==> src/rtl/pc_uart_rx.sv <==
// UART receiver: 8N1, LSB first, idle-high line, one sample per bit at mid-bit.
// Emits each good byte with a one-cycle rx_valid strobe; a low stop bit gives a one-cycle frame_err.
module pc_uart_rx #(
   parameter int CLKS_PER_BIT = 868,
   parameter int HALF_BIT     = CLKS_PER_BIT / 2
) (
   input  logic       clk,
   input  logic       rst_n,
   input  logic       rx_in,
   output logic [7:0] rx_data,
   output logic       rx_valid,
   output logic       frame_err,
   output logic       busy
);

   localparam int CW = $clog2(CLKS_PER_BIT);
   localparam logic [CW-1:0] HALF_M1 = CW'(HALF_BIT - 1);
   localparam logic [CW-1:0] BIT_M1  = CW'(CLKS_PER_BIT - 1);

   typedef enum logic [2:0] {
      S_IDLE,
      S_START,
      S_DATA,
      S_STOP,
      S_BREAK
   } state_t;

   state_t          r_state;
   logic [CW-1:0]   r_cnt;
   logic [2:0]      r_bit_idx;
   logic [7:0]      r_shift;
   logic [7:0]      r_rx_data;
   logic            r_rx_valid;
   logic            r_frame_err;
   logic            r_sync1;
   logic            r_rx_s;

   // Two-flop synchronizer; resets to the idle (high) line level so reset never looks like a start bit.
   always_ff @(posedge clk or negedge rst_n) begin
      if (!rst_n) begin
         r_sync1 <= 1'b1;
         r_rx_s  <= 1'b1;
      end else begin
         // NOTE: non-blocking assignments here let both flops sample the old values on the same edge,
         // which is what makes this a two-stage synchronizer rather than a single wire.
         r_sync1 <= rx_in;
         r_rx_s  <= r_sync1;
      end
   end

   always_ff @(posedge clk or negedge rst_n) begin
      if (!rst_n) begin
         // NOTE: every state register, including the shift register, is reset so no stale partial
         // byte can ever leak out after a mid-frame reset.
         r_state     <= S_IDLE;
         r_cnt       <= '0;
         r_bit_idx   <= '0;
         r_shift     <= '0;
         r_rx_data   <= '0;
         r_rx_valid  <= 1'b0;
         r_frame_err <= 1'b0;
      end else begin
         r_rx_valid  <= 1'b0;
         r_frame_err <= 1'b0;
         case (r_state)
            S_IDLE: begin
               r_cnt <= '0;
               if (!r_rx_s) r_state <= S_START;
            end
            S_START: begin
               if (r_cnt == HALF_M1) begin
                  r_cnt     <= '0;
                  r_bit_idx <= '0;
                  r_state   <= r_rx_s ? S_IDLE : S_DATA;
               end else begin
                  r_cnt <= r_cnt + CW'(1);
               end
            end
            S_DATA: begin
               if (r_cnt == BIT_M1) begin
                  r_cnt              <= '0;
                  r_shift[r_bit_idx] <= r_rx_s;
                  if (r_bit_idx == 3'd7) r_state <= S_STOP;
                  else                   r_bit_idx <= r_bit_idx + 3'd1;
               end else begin
                  r_cnt <= r_cnt + CW'(1);
               end
            end
            S_STOP: begin
               if (r_cnt == BIT_M1) begin
                  r_cnt <= '0;
                  // Leaving at mid-stop-bit gives half a bit of slack for a back-to-back start edge.
                  if (r_rx_s) begin
                     r_rx_data  <= r_shift;
                     r_rx_valid <= 1'b1;
                     r_state    <= S_IDLE;
                  end else begin
                     r_frame_err <= 1'b1;
                     r_state     <= S_BREAK;
                  end
               end else begin
                  r_cnt <= r_cnt + CW'(1);
               end
            end
            S_BREAK: begin
               r_cnt <= '0;
               if (r_rx_s) r_state <= S_IDLE;
            end
            default: r_state <= S_IDLE;
         endcase
      end
   end

   assign rx_data   = r_rx_data;
   assign rx_valid  = r_rx_valid;
   assign frame_err = r_frame_err;
   assign busy      = (r_state != S_IDLE);

endmodule

==> config.mk <==
export PLATFORM = sky130hd
export DESIGN_NAME = pc_uart_rx
export DESIGN_NICKNAME = d
export VERILOG_FILES = /design/src/rtl/pc_uart_rx.sv
export SDC_FILE = /design/constraint.sdc
export NUM_CORES = 1
export LEC_CHECK = 0
export CELL_PAD_IN_SITES_DETAIL_PLACEMENT = 1
export CELL_PAD_IN_SITES_GLOBAL_PLACEMENT = 1
export CORE_AREA = 2 2 78 58
export CTS_BUF_LIST = sky130_fd_sc_hd__clkbuf_8
export DETAILED_ROUTE_END_ITERATION = 12
export DIE_AREA = 0 0 80 60
export HOLD_SLACK_MARGIN = 0.05
export PLACE_DENSITY = 0.85
export SYNTH_ARGS = -nofsm -noshare
export SYNTH_HDL_FRONTEND = slang
export SYNTH_SLANG_ARGS = --single-unit
==> constraint.sdc <==
create_clock -name clk -period 7.66 [get_ports clk]
set_clock_uncertainty 0.2 [all_clocks]
set_input_delay 1.532 -clock clk [delete_from_list [all_inputs] [get_ports clk]]
set_output_delay 1.532 -clock clk [all_outputs]
set_load 0.01 [all_outputs]
==> flow_metrics.tcl, run 1 <==
set metrics [dict create \
    post_dp_cell_area_um2 1936 \
    tritoncts_num_sinks 36 \
    diodes 0 \
    area_growth_pct 14.79 \
    final.min_clock_period_ns 3.459 \
    fp.dieH_um 60 \
    yosysSeqAreaShare 0.5110 \
    number_of_cell_rows 20 \
    worst-endpoint-arrival_ns 1.73 \
    most_common_cell_after_layout_fill_and_taps_aside "sky130_fd_sc_hd__dfrtp_1" \
    ant_nets 0 \
    cp.required_ns 5.93 \
    layout.filler_cells 455 \
    top_level_ports 14 \
    drt_pass1_iterations 4 \
    synth_area_um2 1768 \
    max_stage_delay_ns 0.51 \
    wl_um 3777 \
    worstSetupPathType "flop to output port" \
    mappedNetlistNets 165 \
    power-per-cell-area_nw_per_um2 166.8 \
    synth_top_flop_cell "sky130_fd_sc_hd__dfrtp_1" \
    tightestPinTransition_ns 0.9791 \
    gp_congestion 0.7636 \
    grt_setup_unrepaired "no" \
    grt_first_pass_wirelength_um 6527 \
    nets 176 \
    synthesis.area_per_instance_um2 11.19 \
    path_max_fanout 13 \
    cts_tree "built" \
    floorplan.die_area_um2 4800 \
    post_cts_buffers 0 \
    count_of_mapped_cells_out_of_synthesis 158 \
    first_global_vias 1308 \
    final_cell_mix "sky130_fd_sc_hd__dfrtp_1, sky130_fd_sc_hd__nor2_1, sky130_fd_sc_hd__mux2_2" \
    final_hold_viol_count 0 \
    ir_worst_vdd_mv 0.08075 \
    synth-edff-count 0 \
    start_kind "flop" \
    post-place-cells 217 \
    timing.critical_path.to_type "output port" \
    cts-hold-fix-buffers 0 \
    stdcell_area_um2 2029 \
    synthDistinctLibCells 41 \
    aggregate_global_routing_overflow 0 \
    slew_viol_final 0 \
    setup-violations-final 0 \
    grt_antenna_before_repair 0 \
    globalRouteTotalUtil 0.1829 \
    cts_inserted_buffers 5 \
    synth.yosys.warnings 0 \
    clock_tree.htree_level_count 2 \
    p_leak_uw 0.0008899 \
    route.detailed.drc 0 \
    max_slew_margin 0.3473 \
    post_drt_wl_per_cell_um 16.79 \
    initial_standard_cell_utilization_of_the_core 0.4308 \
    hpwl_um 2544 \
    critical_path.slowest_cell "sky130_fd_sc_hd__dfrtp_1" \
    final_core_util 0.4945 \
    path_cells "or3_1 -> clkdlybuf4s50_1" \
    cts_root_buffer "sky130_fd_sc_hd__clkbuf_8" \
    largest_net_degree_at_the_start_of_global_routing 37 \
    maxClockFrequency_ghz 0.2891 \
    vias_per_cell 5.653 \
    final.setup.tns_ns 0 \
    num_vias 1272 \
    chipWidth_um 80 \
    min_path_type "flop to flop" \
    cts_max_path_buffers 2 \
    fp.coreArea_um2 4104 \
    cap_violations 0 \
    final_cell_count_no_fill 225 \
    synth_seq_cells 36 \
    final_layout_size_suffix_gt1_frac 0.1882 \
    cts.reportedPaths.clkPinSlew_ns 0.08 \
    port_buffers 13 \
    post-route-period-util 0.4515 \
    postSynth.asyncResetShare 1.000 \
    postCtsResizedCells 0 \
    worst_skew_pair.late_latency_ns 0.29 \
    detail_route.iter0.violations 100 \
    run_status "complete, no violations" \
]
[power breakdown]
group | internal [uW] | switching, uW
clock network | 71.8 | 69.3
logic | 1.43 | 4.02
registers | 191 | 1.10
total | 264 | 74.4
[Yosys cell counts, types with 3 or more instances]
cell type / number / share of area
sky130_fd_sc_hd__mux2_2: 15 / 0.096
sky130_fd_sc_hd__nor3_1: 5 / 0.014
sky130_fd_sc_hd__clkbuf_1: 7 / 0.015
sky130_fd_sc_hd__nand2_1: 9 / 0.019
sky130_fd_sc_hd__nand4_1: 3 / 0.011
sky130_fd_sc_hd__o21ai_0: 6 / 0.017
sky130_fd_sc_hd__dfrtp_1: 34 / 0.48
sky130_fd_sc_hd__nand4b_1: 4 / 0.020
sky130_fd_sc_hd__a21o_1: 5 / 0.021
sky130_fd_sc_hd__nor2_1: 15 / 0.032
sky130_fd_sc_hd__a21oi_1: 5 / 0.014
sky130_fd_sc_hd__nand3_1: 3 / 0.0085
sky130_fd_sc_hd__ha_1: 4 / 0.028
sky130_fd_sc_hd__nor4b_1: 4 / 0.020
[cell families after synthesis]
group,Yosys count,synth area share
DFF,36,0.5110
AOI/OAI and AO/OA,21,0.07573
buffers and inverters,11,0.02406
xor gates and xnor gates,2,0.009910
and+or+nand+nor,65,0.2314
muxes,19,0.1196
adders and majority gates,4,0.02831
[path summary, 6_finish.rpt]
| path | startpoint | to | slack [ns] | cells past startpoint |
|---|---|---|---|---|
| hold / removal | r_sync1 | r_rx_s | 0.16 | 0 |
| max in group asynchronous | rst_n | r_sync1 | 5.46 | 2 |
| min in group asynchronous | rst_n | r_cnt[1] | 1.45 | 2 |
| setup / recovery | r_state[2] | busy | 4.20 | 2 |
| setup reg to reg | r_cnt[0] | r_shift[0] | 4.79 | 6 |
| hold reg to reg | r_sync1 | r_rx_s | 0.16 | 0 |
[state kept, by name, indices dropped and copies added (netlist names)]
signal / flops
r_rx_s: 1
r_shift: 8
rx_valid: 1
r_state: 3
r_cnt: 10
frame_err: 1
r_bit_idx: 3
r_sync1: 1
rx_data: 8
[critical path, delay by kind of cell, from the launching register on]
| family | cells | cell delay, ns |
|---|---|---|
| buffers and inverters | 1 | 0.49 |
| DFF | 1 | 0.51 |
| and+or+nand+nor | 1 | 0.44 |
[cell type report]
type	count	area (um2)	area share
clock buffers	6	82.58	0.04069
clock inverters	2	11.26	0.005549
inverters	1	3.754	0.001850
multi-input cells	111	822.0	0.4051
flip-flops and latches	36	903.4	0.4451
well taps	55	68.82	0.03391
repair buffers	14	137.6	0.06782
[through the flow]
stage | setup slack (ns) | power, uW | hold WS, ns
final | 4.201 | 338.5 | 0.1586
after global routing | 4.139 | 352.0 | 0.1619
after CTS | 4.204 | 342.6 | 0.1601
after detailed placement | 4.531 | 201.5 | 0.1493
after global placement | 4.570 | 201.2 | 0.1456
after floorplan | 4.960 | 195.9 | 0.1452
[routing by layer]
layer  global-route usage  wire length [um]  up-vias
met5                    0                 0        -
met4              0.05811                32        0
met3              0.04079               166        5
met2               0.2821              1708       24
met1               0.2589              1869      643
li1                     -                 -      600
No activity file was read; power rests on OpenSTA's default activity.
==> inputs of run 2 (changes only) <==
--- a/config.mk
+++ b/config.mk
@@ -7,10 +7,10 @@
 export LEC_CHECK = 0
 export CELL_PAD_IN_SITES_DETAIL_PLACEMENT = 1
 export CELL_PAD_IN_SITES_GLOBAL_PLACEMENT = 1
-export CORE_AREA = 2 2 78 58
+export CORE_AREA = 2 2 80 59
 export CTS_BUF_LIST = sky130_fd_sc_hd__clkbuf_8
 export DETAILED_ROUTE_END_ITERATION = 12
-export DIE_AREA = 0 0 80 60
+export DIE_AREA = 0 0 82 61
 export HOLD_SLACK_MARGIN = 0.05
 export PLACE_DENSITY = 0.85
 export SYNTH_ARGS = -nofsm -noshare
==> constraint.sdc (replaced) <==
create_clock -name clk -period 2.9 [get_ports clk]
set_clock_uncertainty 0.2 [all_clocks]
set_input_delay 0.58 -clock clk [delete_from_list [all_inputs] [get_ports clk]]
set_output_delay 0.58 -clock clk [all_outputs]
set_load 0.01 [all_outputs]
==> run 2 against run 1 <==
- clock-buffer cell count rose by 1
- register-to-register slack got worse by 4.7 ns
- final area rose by 2.7%
- sequential share of layout area fell by 1.1 points
- non-clock buffer count rose by 4
- clock power rose to 2.7 times the previous value
- global-route usage rose by 0.35 points
- flip-flop and latch count did not move
- critical path depth rose by 4
- first-iteration DRC count fell by 26%
- critical endpoint is now r_shift[1]
- largest power group unchanged
- highest routed layer unchanged
==> flow_metrics.tcl, run 2 (synthesis results as in run 1) <==
set metrics [dict create \
    run_status "complete, no violations" \
    top_register "r_cnt" \
    floorplan.die_area_um2 5002 \
    fp.coreArea_um2 4204 \
    setup.worst_path.end "r_shift[1]" \
    postLayoutSetupSlackWorst_ns 0.04018 \
    chipWidth_um 82 \
    layout.filler_cells 458 \
    grt_first_pass_wirelength_um 6755 \
    cts.reportedPaths.clkPinSlew_ns 0.07 \
    detail_route.iter0.violations 74 \
    p_leak_uw 0.0009109 \
    globalRouteTotalUtil 0.1864 \
    nets 180 \
    aggregate_global_routing_overflow 0 \
    stdcell_area_um2 2083 \
    post-route-period-util 0.9861 \
    drt_pass1_iterations 4 \
    critical_path.startpoint "r_cnt[1]" \
    maxClockFrequency_ghz 0.3497 \
    cts_root_buffer "sky130_fd_sc_hd__clkbuf_8" \
    first_global_vias 1368 \
    r2r_end "r_shift[1]" \
    timing.critical_path.to_type "flop" \
    most_common_cell_after_layout_fill_and_taps_aside "sky130_fd_sc_hd__dfrtp_1" \
    cts_max_path_buffers 2 \
    p_comb_frac 0.016 \
    max_slew_margin 0.4952 \
    worstSetupPathType "flop to flop" \
    ir_worst_vdd_mv 0.2143 \
    final_cell_mix "sky130_fd_sc_hd__dfrtp_1, sky130_fd_sc_hd__nor2_1, sky130_fd_sc_hd__mux2_2" \
    wl_um 4147 \
    number_of_cell_rows 20 \
    worst_r2r_path_depth 6 \
    tritoncts_num_sinks 36 \
    largest_register_ffs 10 \
    fp.dieH_um 61 \
    min_path_type "flop to flop" \
    p_int_uw 719.9 \
    clock_tree.htree_level_count 2 \
    reg2reg_setup_slack_ns 0.04 \
    timing.rr.start "r_cnt[1]" \
    ant_nets 0 \
    initial_standard_cell_utilization_of_the_core 0.4205 \
    top_level_ports 14 \
    worst-endpoint-arrival_ns 2.84 \
    grt_antenna_before_repair 0 \
    gp_congestion 0.8389 \
    p_seq_frac 0.559 \
    cap_violations 0 \
    setup-violations-final 0 \
    netSwitchingPower_uw 188.2 \
    path_max_fanout 4 \
    post_drt_wl_per_cell_um 18.19 \
    final_hold_viol_count 0 \
    tightestPinTransition_ns 0.7556 \
    timing.hold.worst.start "r_sync1" \
    vias_per_cell 5.632 \
    holdWs_ns 0.1610 \
    cts-hold-fix-buffers 0 \
    final_layout_size_suffix_gt1_frac 0.2254 \
    hpwl_um 2785 \
    num_vias 1284 \
    cts_tree "built" \
    worst_skew_pair.late_latency_ns 0.29 \
    post_dp_cell_area_um2 1958 \
    preCtsSetupSlack_ns 0.06242 \
    slew_viol_final 0 \
    start_kind "flop" \
    power-per-cell-area_nw_per_um2 435.9 \
    diodes 0 \
    cts_inserted_buffers 5 \
    final.setup.tns_ns 0 \
    power.share.clock 0.425 \
    area_growth_pct 17.83 \
    route.detailed.drc 0 \
    final.min_clock_period_ns 2.860 \
    port_buffers 13 \
    largest_net_degree_at_the_start_of_global_routing 37 \
    power_switching_share 0.2072 \
    cp.required_ns 2.88 \
]
run 2: power groups by stage:
| stage | clock network (uW) | registers [uW] | logic (uW) |
|---|---|---|---|
| finish | 386 | 508 | 14.7 |
| global route | 415 | 508 | 17.0 |
| CTS | 392 | 508 | 15.3 |
| detailed placement | 0 | 517 | 15.4 |
| global placement | 0 | 517 | 14.4 |
| floorplan | 0 | 515 | 2.68 |
run 2: stage by stage:
stage,cells,util,power (uW)
6_report,228,0.4955,908.1
5_1_grt,228,0.4955,939.7
4_1_cts,227,0.4887,915.4
3_5_place_dp,220,0.4658,532.2
3_3_place_gp,220,0.4658,531.0
2_1_floorplan,158,-,517.5
run 2: repair_timing:
action | 4_1_cts | 5_1_grt
setup buffers | 0 | 1
setup endpoints to repair | 0 | 7
gates resized for setup | 0 | 4
run 2: critical path: stages (launching register included):
cell                      delay, ns
sky130_fd_sc_hd__dfrtp_1       0.41
sky130_fd_sc_hd__ha_2          0.21
sky130_fd_sc_hd__or4b_4        0.47
sky130_fd_sc_hd__or4_4         0.53
sky130_fd_sc_hd__or2_4         0.29
sky130_fd_sc_hd__nor4b_4       0.30
sky130_fd_sc_hd__mux2_4        0.33
run 2: cell type report:
| type | instances | area (um2) | area share |
|---|---|---|---|
| Sequential cell | 36 | 903.4 | 0.4336 |
| Multi-Input combinational cell | 111 | 843.3 | 0.4048 |
| Timing Repair Buffer | 18 | 167.7 | 0.08048 |
| Clock buffer | 7 | 96.34 | 0.04625 |
| Tap cell | 55 | 68.82 | 0.03303 |
| Inverter | 1 | 3.754 | 0.001802 |
run 2: metal layers:
layer / track usage / share of wire / vias up
li1: - / - / 598
met1: 0.2514 / 0.47 / 656
met2: 0.2892 / 0.48 / 20
met3: 0.03869 / 0.030 / 10
met4: 0.09286 / 0.024 / 0
met5: 0 / 0 / -
run 2: worst min path at each step:
stage	depth (start not counted)	to	slack, ns
3_3_place_gp	0	r_rx_s	0.15
2_1_floorplan	0	frame_err	0.08
5_1_grt	0	r_rx_s	0.16
6_report	0	r_rx_s	0.16
4_1_cts	0	r_rx_s	0.16
3_5_place_dp	0	r_rx_s	0.15
